**src/rtl/uart_pkg.sv**
```systemverilog
// Shared UART definitions for the receiver and transmitter.
package uart_pkg;

  localparam int DATA_BITS = 8;

  localparam logic PAR_EVEN = 1'b0;
  localparam logic PAR_ODD  = 1'b1;

  typedef enum logic [2:0] {
    IDLE,
    START,
    DATA,
    PARITY,
    STOP
  } rx_state_t;

endpackage

```
**src/rtl/sipo.sv**
```systemverilog
// Serial-in/parallel-out shift register, LSB-first: new bits enter at the MSB.
module sipo #(
  parameter int WIDTH = 8
) (
  input  logic             i_clk,
  input  logic             i_rst,
  input  logic             i_clr,
  input  logic             i_shift,
  input  logic             i_din,
  output logic [WIDTH-1:0] o_data
);

  // Shift right on enable so the first received bit ends up in bit 0.
  always_ff @(posedge i_clk) begin
    if (i_rst || i_clr)
      o_data <= '0;
    else if (i_shift)
      o_data <= {i_din, o_data[WIDTH-1:1]};
  end

endmodule

```
**src/rtl/uart_rx.sv**
```systemverilog
// UART receiver: 2-flop synchronizer, mid-bit sampling FSM, byte + error flags.
module uart_rx
  import uart_pkg::*;
#(
  parameter int CLKS_PER_BIT = 16
) (
  input  logic                 i_clk,
  input  logic                 i_rst,
  input  logic                 i_rx,
  input  logic                 i_par_en,
  input  logic                 i_par_typ,
  output logic [DATA_BITS-1:0] o_p_data,
  output logic                 o_data_valid,
  output logic                 o_par_err,
  output logic                 o_stop_err,
  output logic                 o_busy
);

  localparam int CW = $clog2(CLKS_PER_BIT);
  localparam int BW = $clog2(DATA_BITS);
  // Down-counter loads: first sample half a bit after the edge, then one full bit apart.
  localparam logic [CW-1:0] HALF_LD  = CW'(CLKS_PER_BIT / 2 - 1);
  localparam logic [CW-1:0] FULL_LD  = CW'(CLKS_PER_BIT - 1);
  localparam logic [BW-1:0] LAST_BIT = BW'(DATA_BITS - 1);

  rx_state_t             state, state_nxt;
  logic                  rx_m, rx_s, rx_prev;
  logic [CW-1:0]         clk_cnt;
  logic [BW-1:0]         bit_cnt;
  logic                  par_en_q, par_typ_q, par_bad;
  logic                  start_det, tick;
  logic                  shift_en, sipo_clr, done;
  logic [DATA_BITS-1:0]  sh_data;

  assign start_det = rx_prev & ~rx_s;
  assign tick      = (clk_cnt == '0);

  // Synchronize the asynchronous line; idle level is high.
  always_ff @(posedge i_clk) begin
    if (i_rst) begin
      rx_m    <= 1'b1;
      rx_s    <= 1'b1;
      rx_prev <= 1'b1;
    end else begin
      rx_m    <= i_rx;
      rx_s    <= rx_m;
      rx_prev <= rx_s;
    end
  end

  // Next-state logic; each non-idle state acts only on its sample tick.
  always_comb begin
    state_nxt = state;
    shift_en  = 1'b0;
    sipo_clr  = 1'b0;
    done      = 1'b0;
    case (state)
      IDLE: begin
        if (start_det) begin
          state_nxt = START;
          sipo_clr  = 1'b1;
        end
      end
      START: begin
        // A high line at mid-start means a glitch: drop back silently.
        if (tick) state_nxt = rx_s ? IDLE : DATA;
      end
      DATA: begin
        if (tick) begin
          shift_en = 1'b1;
          if (bit_cnt == LAST_BIT) state_nxt = par_en_q ? PARITY : STOP;
        end
      end
      PARITY: begin
        if (tick) state_nxt = STOP;
      end
      STOP: begin
        // Leave at mid-stop so a following start edge is not missed.
        if (tick) begin
          done      = 1'b1;
          state_nxt = IDLE;
        end
      end
      default: state_nxt = IDLE;
    endcase
  end

  // State, bit/clock counters, latched frame options and parity result.
  always_ff @(posedge i_clk) begin
    if (i_rst) begin
      state     <= IDLE;
      clk_cnt   <= '0;
      bit_cnt   <= '0;
      par_en_q  <= 1'b0;
      par_typ_q <= 1'b0;
      par_bad   <= 1'b0;
    end else begin
      state <= state_nxt;
      if (state == IDLE) begin
        if (start_det) begin
          clk_cnt   <= HALF_LD;
          bit_cnt   <= '0;
          par_en_q  <= i_par_en;
          par_typ_q <= i_par_typ;
          par_bad   <= 1'b0;
        end else begin
          clk_cnt <= '0;
        end
      end else if (state_nxt == IDLE) begin
        clk_cnt <= '0;
      end else if (tick) begin
        clk_cnt <= FULL_LD;
      end else begin
        clk_cnt <= clk_cnt - 1'b1;
      end
      if (shift_en) bit_cnt <= bit_cnt + 1'b1;
      // Sampled parity bit must equal data XOR (inverted for odd parity).
      if (state == PARITY && tick)
        par_bad <= rx_s ^ (^sh_data) ^ (par_typ_q == PAR_ODD);
    end
  end

  sipo #(.WIDTH(DATA_BITS)) u_sipo (
    .i_clk   (i_clk),
    .i_rst   (i_rst),
    .i_clr   (sipo_clr),
    .i_shift (shift_en),
    .i_din   (rx_s),
    .o_data  (sh_data)
  );

  // Output registers: data and flags update together with the valid pulse.
  // Busy stays up through the valid cycle but drops immediately on a glitch.
  always_ff @(posedge i_clk) begin
    if (i_rst) begin
      o_p_data     <= '0;
      o_data_valid <= 1'b0;
      o_par_err    <= 1'b0;
      o_stop_err   <= 1'b0;
      o_busy       <= 1'b0;
    end else begin
      o_data_valid <= done;
      o_busy       <= (state_nxt != IDLE) | done;
      if (done) begin
        o_p_data   <= sh_data;
        o_par_err  <= par_en_q & par_bad;
        o_stop_err <= ~rx_s;
      end
    end
  end

endmodule

```
**config.mk**
```make
export PLATFORM = sky130hd
export DESIGN_NAME = uart_rx
export DESIGN_NICKNAME = d
export VERILOG_FILES = /design/src/rtl/uart_pkg.sv /design/src/rtl/sipo.sv /design/src/rtl/uart_rx.sv
export SDC_FILE = /design/constraint.sdc
export NUM_CORES = 1
export LEC_CHECK = 0
export ABC_CLOCK_PERIOD_IN_PS = 2000
export BUFFER_PORTS_ARGS = -buffer_cell sky130_fd_sc_hd__buf_2
export CELL_PAD_IN_SITES_DETAIL_PLACEMENT = 1
export CELL_PAD_IN_SITES_GLOBAL_PLACEMENT = 1
export CORE_MARGIN = 2
export CORE_UTILIZATION = 25
export DETAILED_ROUTE_END_ITERATION = 12
export PLACE_DENSITY_LB_ADDON = 0.15
export SYNTH_ARGS = -nofsm -noshare
export SYNTH_HDL_FRONTEND = slang
export SYNTH_SLANG_ARGS = --single-unit
export TNS_END_PERCENT = 50
```
**constraint.sdc**
```tcl
create_clock -name i_clk -period 2 [get_ports i_clk]
set_input_delay 0.4 -clock i_clk [delete_from_list [all_inputs] [get_ports i_clk]]
set_output_delay 0.4 -clock i_clk [all_outputs]
set_load 0.02 [all_outputs]
```
-- Word level (Yosys, flattened, before mapping)
Index checks and enable logic that the tools add are counted.
- output and inout port bits: 12
- input port bits: 5
- register bits: 36
- equality and inequality tests: 5
- add/sub/neg operators: 2
- reduce and logical (&&, ||, !) cells: 14
- bitwise operators: 6
- mux-type cells: 24
- operator list (cell ; count):
    2-to-1 mux 3 bit ; 11
    one-hot mux 3 bit (5 select lines) ; 1
    2-to-1 mux 4 bit ; 3
    2-to-1 mux 1 bit ; 8
    nonzero test 2 bit ; 4
    XOR reduction 8 bit ; 1
    equality test 3 x 2 -> 1 bit (second input constant) ; 2
    equality test 3 bit (second input constant) ; 2
    logical NOT 3 bit ; 2
    AND reduction 2 bit ; 3
    logical NOT 4 bit ; 1
    subtractor 4 x 1 -> 4 bit (second input constant) ; 1
    adder 3 x 1 -> 3 bit (second input constant) ; 1
    equality test 3 x 1 -> 1 bit (second input constant) ; 1
    nonzero test 3 bit ; 1
    bitwise AND 1 bit ; 2
    2-to-1 mux 2 bit ; 1
    bitwise XOR 1 bit ; 2
    logical AND 1 bit ; 1
    logical OR 1 bit ; 1
    NOT 1 bit ; 1
    bitwise OR 1 bit ; 1

-- Longest topological paths before layout
- word-level depth: 7
- gate-level depth with buffers: 8
- mapped depth without buffers: 7

-- Cells and area by module
Synthesis repeated with hierarchy kept, for this count alone.
- cells, all modules: 162
- area total of the unflattened synthesis: 1570.3 um^2
- modules (own cells, without submodules) (module ; sequential area each (um^2) ; cells an instance ; area an instance (um^2) ; times used):
    uart_rx ; 560.5 ; 135 ; 1275.0 ; 1
    sipo ; 160.2 ; 27 ; 295.3 ; 1

-- Least setup slack after synthesis
OpenSTA, ideal clock, no wires.
- kind: flip-flop to flip-flop
- start point: register bit_cnt[0]
- end point: register clk_cnt[0]
- data arrival time: 1.679 ns
- period minus slack after synthesis: 1.755 ns
- data required time: 1.924 ns
- path slack: 0.245 ns
- cell stages (with the launch flop): 8
- library setup time: 0.076 ns
- cells stage by stage: dfxtp_1 ha_1 ha_1 or4b_1 o31a_1 o22ai_2 o311ai_2 o22ai_1
- word-level cells in the longest chain between the ends: 7
- ends and longest elaborated chain (item ; RTL line ; RTL):
    start: declaration ; uart_rx.sv:29 ; logic [BW-1:0] bit_cnt;
    start signal: assignment ; uart_rx.sv:116 ; if (shift_en) bit_cnt <= bit_cnt + 1'b1;
    equality test 3 bit ; uart_rx.sv:71 ; if (bit_cnt == LAST_BIT) state_nxt = par_en_q ? PARITY : STOP;
    2-to-1 mux 3 bit ; uart_rx.sv:71 ;
    2-to-1 mux 3 bit ; uart_rx.sv:69 ; if (tick) begin
    one-hot mux 3 bit (5 select lines) ; uart_rx.sv:57 ; case (state)
    logical NOT 3 bit ; uart_rx.sv:109 ; end else if (state_nxt == IDLE) begin
    2-to-1 mux 4 bit ; uart_rx.sv:109 ;
    2-to-1 mux 4 bit ; uart_rx.sv:99 ; if (state == IDLE) begin
    end signal: assignment ; uart_rx.sv:114 ; clk_cnt <= clk_cnt - 1'b1;
    end: declaration ; uart_rx.sv:28 ; logic [CW-1:0] clk_cnt;
Every way passes these cells.
A chain may end at the register's enable or synchronous reset.

-- Worst setup path in the final report
- start point: register clk_cnt[0]
- end point: register clk_cnt[0]
- word-level cells in the longest chain between the ends: 6
- elaborated cells on any way between the ends: 11
- those cells by class: 1 x add/sub; 8 x mux; 2 x reduce/logical
- ends and longest elaborated chain (item ; RTL line ; RTL):
    logical NOT 4 bit ; uart_rx.sv:36 ; assign tick = (clk_cnt == '0);
    2-to-1 mux 3 bit (on tied branches) ; -- ;
    one-hot mux 3 bit (5 select lines) ; uart_rx.sv:57 ;
    logical NOT 3 bit ; uart_rx.sv:109 ;
    2-to-1 mux 4 bit (*) ; uart_rx.sv:109 ;
    2-to-1 mux 4 bit (*) ; uart_rx.sv:99 ;
Every way passes the cells marked *; elsewhere a longest branch is shown, timed or not.

==> impl_metrics.yaml <==
sta:
  fin_tns_setup_ns: 0
  setup_viol: 0
  min_period_over_period_pct: 96.5
  max_freq_mhz: 518
  relSlewSlack_pct: 66.8
  post-route-min-period_ns: 1.93
  finClkSkew_ns: 0.00661
  rsz0062_at_grt: "true"
  hold_viol: 0
  slew_violations: 0
  tightestPinTransition_ns: 0.499
placement:
  gp_congestion: 0.805
  dp.final_hpwl_um: 2450
  place.port_buffers: 16
  dpl-instance-area_sq_um: 1710
logic_synthesis:
  synthXorXnorAreaFrac_pct: 5.77
  synthesis.area_sq_um: 1520
  synth_mux_area_share_pct: 10.6
  async_flop_share_pct: 0
  yosysWarnings: 0
  synth-edff-count: 0
  yosysSeqAreaShare_pct: 47.5
  syn-instance-count: 159
  syn-num-nets: 167
  synth_top_family_by_area: "simple AND/OR/NAND/NOR gates"
  ys_ff_latch: 36
  yosys.area_share.simple_pct: 20.8
  synth_compound_area_share_pct: 10.5
  synthFlopType: "dfxtp_1"
  synthAdderAreaFrac_pct: 2.47
  synth_cell_type_count: 32
  postSynthAreaPerCell_sq_um: 9.55
detailed_routing:
  routed_wl_um: 3580
  via_count: 1193
  dr.pass1.iters: 4
  vias_per_cell: 4.59
  drt_iter0_markers: 70
  ant_nets: 0
  drc_errors: 0
  wire_per_inst_um: 13.8
pwr:
  leakage_nw: 0.802
  p_per_area_nw_per_um2: 773
  vdd_drop_max_uv: 308
  finalPower_mw: 1.50
final_layout:
  seqCellArea_sq_um: 721
  n_antenna_cell: 0
  syn_to_final_growth_pct: 27.5
  finish.utilization_pct: 32.9
  fin_nets: 192
  multi_input_area_sq_um: 826
  drive_gt1_share_pct: 24.3
  fillers: 696
  fin_area_sq_um: 1930
grt:
  grt_pass1_wl_um: 5990
  track_usage_pct: 11.8
  grt_pass1_vias: 1265
  antenna_found_initial: 0
  overflow: 0
  grt_max_degree: 28
worst_setup_path:
  cp.arrival_ns: 2.08
  cp-end-kind: "flip-flop"
  path_cells: "inv_1 > ha_1 > nor3b_4 > buf_4 > a21oi_4 > o22ai_4 > o311ai_4 > o22ai_1"
  worstPathMaxFanout: 4
  required_ns: 2.15
  cpPeakStageDelay_ns: 0.35
  start_kind: "flip-flop"
  crit_type: "reg2reg"
  cp_slowest_cell: "dfxtp_1"
cts:
  root_buffer: "clkbuf_8"
  clk_latency_ns: 0.29
  cts.sinks: 36
  clk_path_buf_depth: 2
  htree_levels: 2
  clkTransAtPathRegs_ns: 0.07
  cts_tree: "done"
  numCtsBuffers: 5
  cts-hold-fix-buffers: 0
die:
  die_w_um: 81.9
  die_area_sq_um: 6710
  die-height_um: 81.9
  core_sq_um: 5890
  io_pins: 17
  initial_core_util_pct: 25.8
  fp-row-count: 28
hold_path:
  hold_class: "in2reg"
flow_run:
  drv_cap: 0
status:
  status: "completed"
cells in the final DEF (no fill, tap or decap), types with 3 or more instances in the layout:
cell,Yosys,routed
dfxtp_1,36,36
nor2_1,32,32
mux2i_1,16,16
buf_2,3,16
xnor2_1,8,8
buf_4,0,8
a21oi_1,8,7
nand2_1,7,7
clkbuf_8,0,7
nand3_1,3,3
and2_1,3,3
or2_2,3,3
o31ai_1,3,3
ha_1,3,3
synth_stat cells, drive strengths merged, types with 3 or more instances:
master	instances	area share (%)
and2	3	1.2
nor2	32	7.9
a21oi	8	2.6
nand3	4	1.6
o22ai	5	2.5
ha	3	2.5
mux2i	16	11
or2	3	1.2
o31ai	3	1.5
clkbuf	4	0.99
xnor2	8	4.6
nand2	7	1.7
buf	3	0.99
dfxtp	36	47
critical path, delay by kind of cell, from the launching register on:
| family | cells | cell delay (ns) |
|---|---|---|
| AOI/OAI and AO/OA | 4 | 0.75 |
| DFF | 1 | 0.35 |
| and+or+nand+nor | 1 | 0.18 |
| adders and majority gates | 1 | 0.25 |
| buffers and inverters | 2 | 0.25 |
power by group:
part | switching (mW) | total [mW] | internal (mW) | leakage [nW]
Sequential | 0.00648 | 0.730 | 0.723 | 0.291
Clock | 0.256 | 0.696 | 0.440 | 0.0645
Combinational | 0.0410 | 0.0697 | 0.0286 | 0.447
Total | 0.303 | 1.50 | 1.19 | 0.802
sequential cells by signal (all words and copies together), names as in the netlist:
| name | cells |
|---|---|
| o_data_valid | 1 |
| bit_cnt | 3 |
| o_p_data | 8 |
| clk_cnt | 4 |
| par_typ_q | 1 |
| o_busy | 1 |
| rx_m | 1 |
| par_bad | 1 |
| rx_prev | 1 |
| o_par_err | 1 |
| o_stop_err | 1 |
| rx_s | 1 |
| state | 3 |
| par_en_q | 1 |
| u_sipo.o_data | 8 |
cell type report:
class | instances | area share (%)
sequential | 36 | 37.3
inverter | 2 | 0.388
clock inverter | 1 | 1.55
multi-input combinational | 114 | 42.7
tap | 75 | 4.85
timing repair buffer | 25 | 8.28
clock buffer | 7 | 4.98
logic make-up (layout without fill, tap and decap cells):
logic type,after synthesis,in the layout
XOR/XNOR,10,10
flip-flops,36,36
buffers and inverters,9,35
AND/OR/NAND/NOR,62,62
multiplexers,16,16
AO/OA/AOI/OAI,23,23
adder cells (fa/ha/maj),3,3
final timing paths:
| check | startpoint | end | slack [ns] | depth (start not counted) |
|---|---|---|---|---|
| worst max-delay path | clk_cnt[0] | clk_cnt[0] | 0.07 | 8 |
| worst min-delay path | i_rx | rx_m | 0.30 | 2 |
| worst min register to register | rx_m | rx_s | 0.42 | 1 |
| worst max register to register | clk_cnt[0] | clk_cnt[0] | 0.07 | 8 |
through the flow:
step | instances | worst slack (ns) | hold slack (ns)
after floorplan | 159 | 0.245 | 0.389
after global placement | 248 | 0.162 | 0.404
after detailed placement | 248 | 0.0381 | 0.403
after CTS | 256 | 0.0255 | 0.290
after global routing | 260 | -0.0337 | 0.297
final | 260 | 0.0700 | 0.301
per-layer routing:
layer  global-route usage, %  vias to the layer above  part of all wire [%]
met4                    5.00                        0                   2.0
met5                       0                        -                     0
met2                    19.3                       20                    49
met3                    3.63                        8                   3.9
met1                    14.2                      571                    45
li1                        -                      594                     -
timing repair:
item / in CTS / in global routing
setup buffers: 0 / 4
setup endpoints to repair: 0 / 10
gates resized for setup: 0 / 9
No activity file was read; power rests on OpenSTA's default activity.
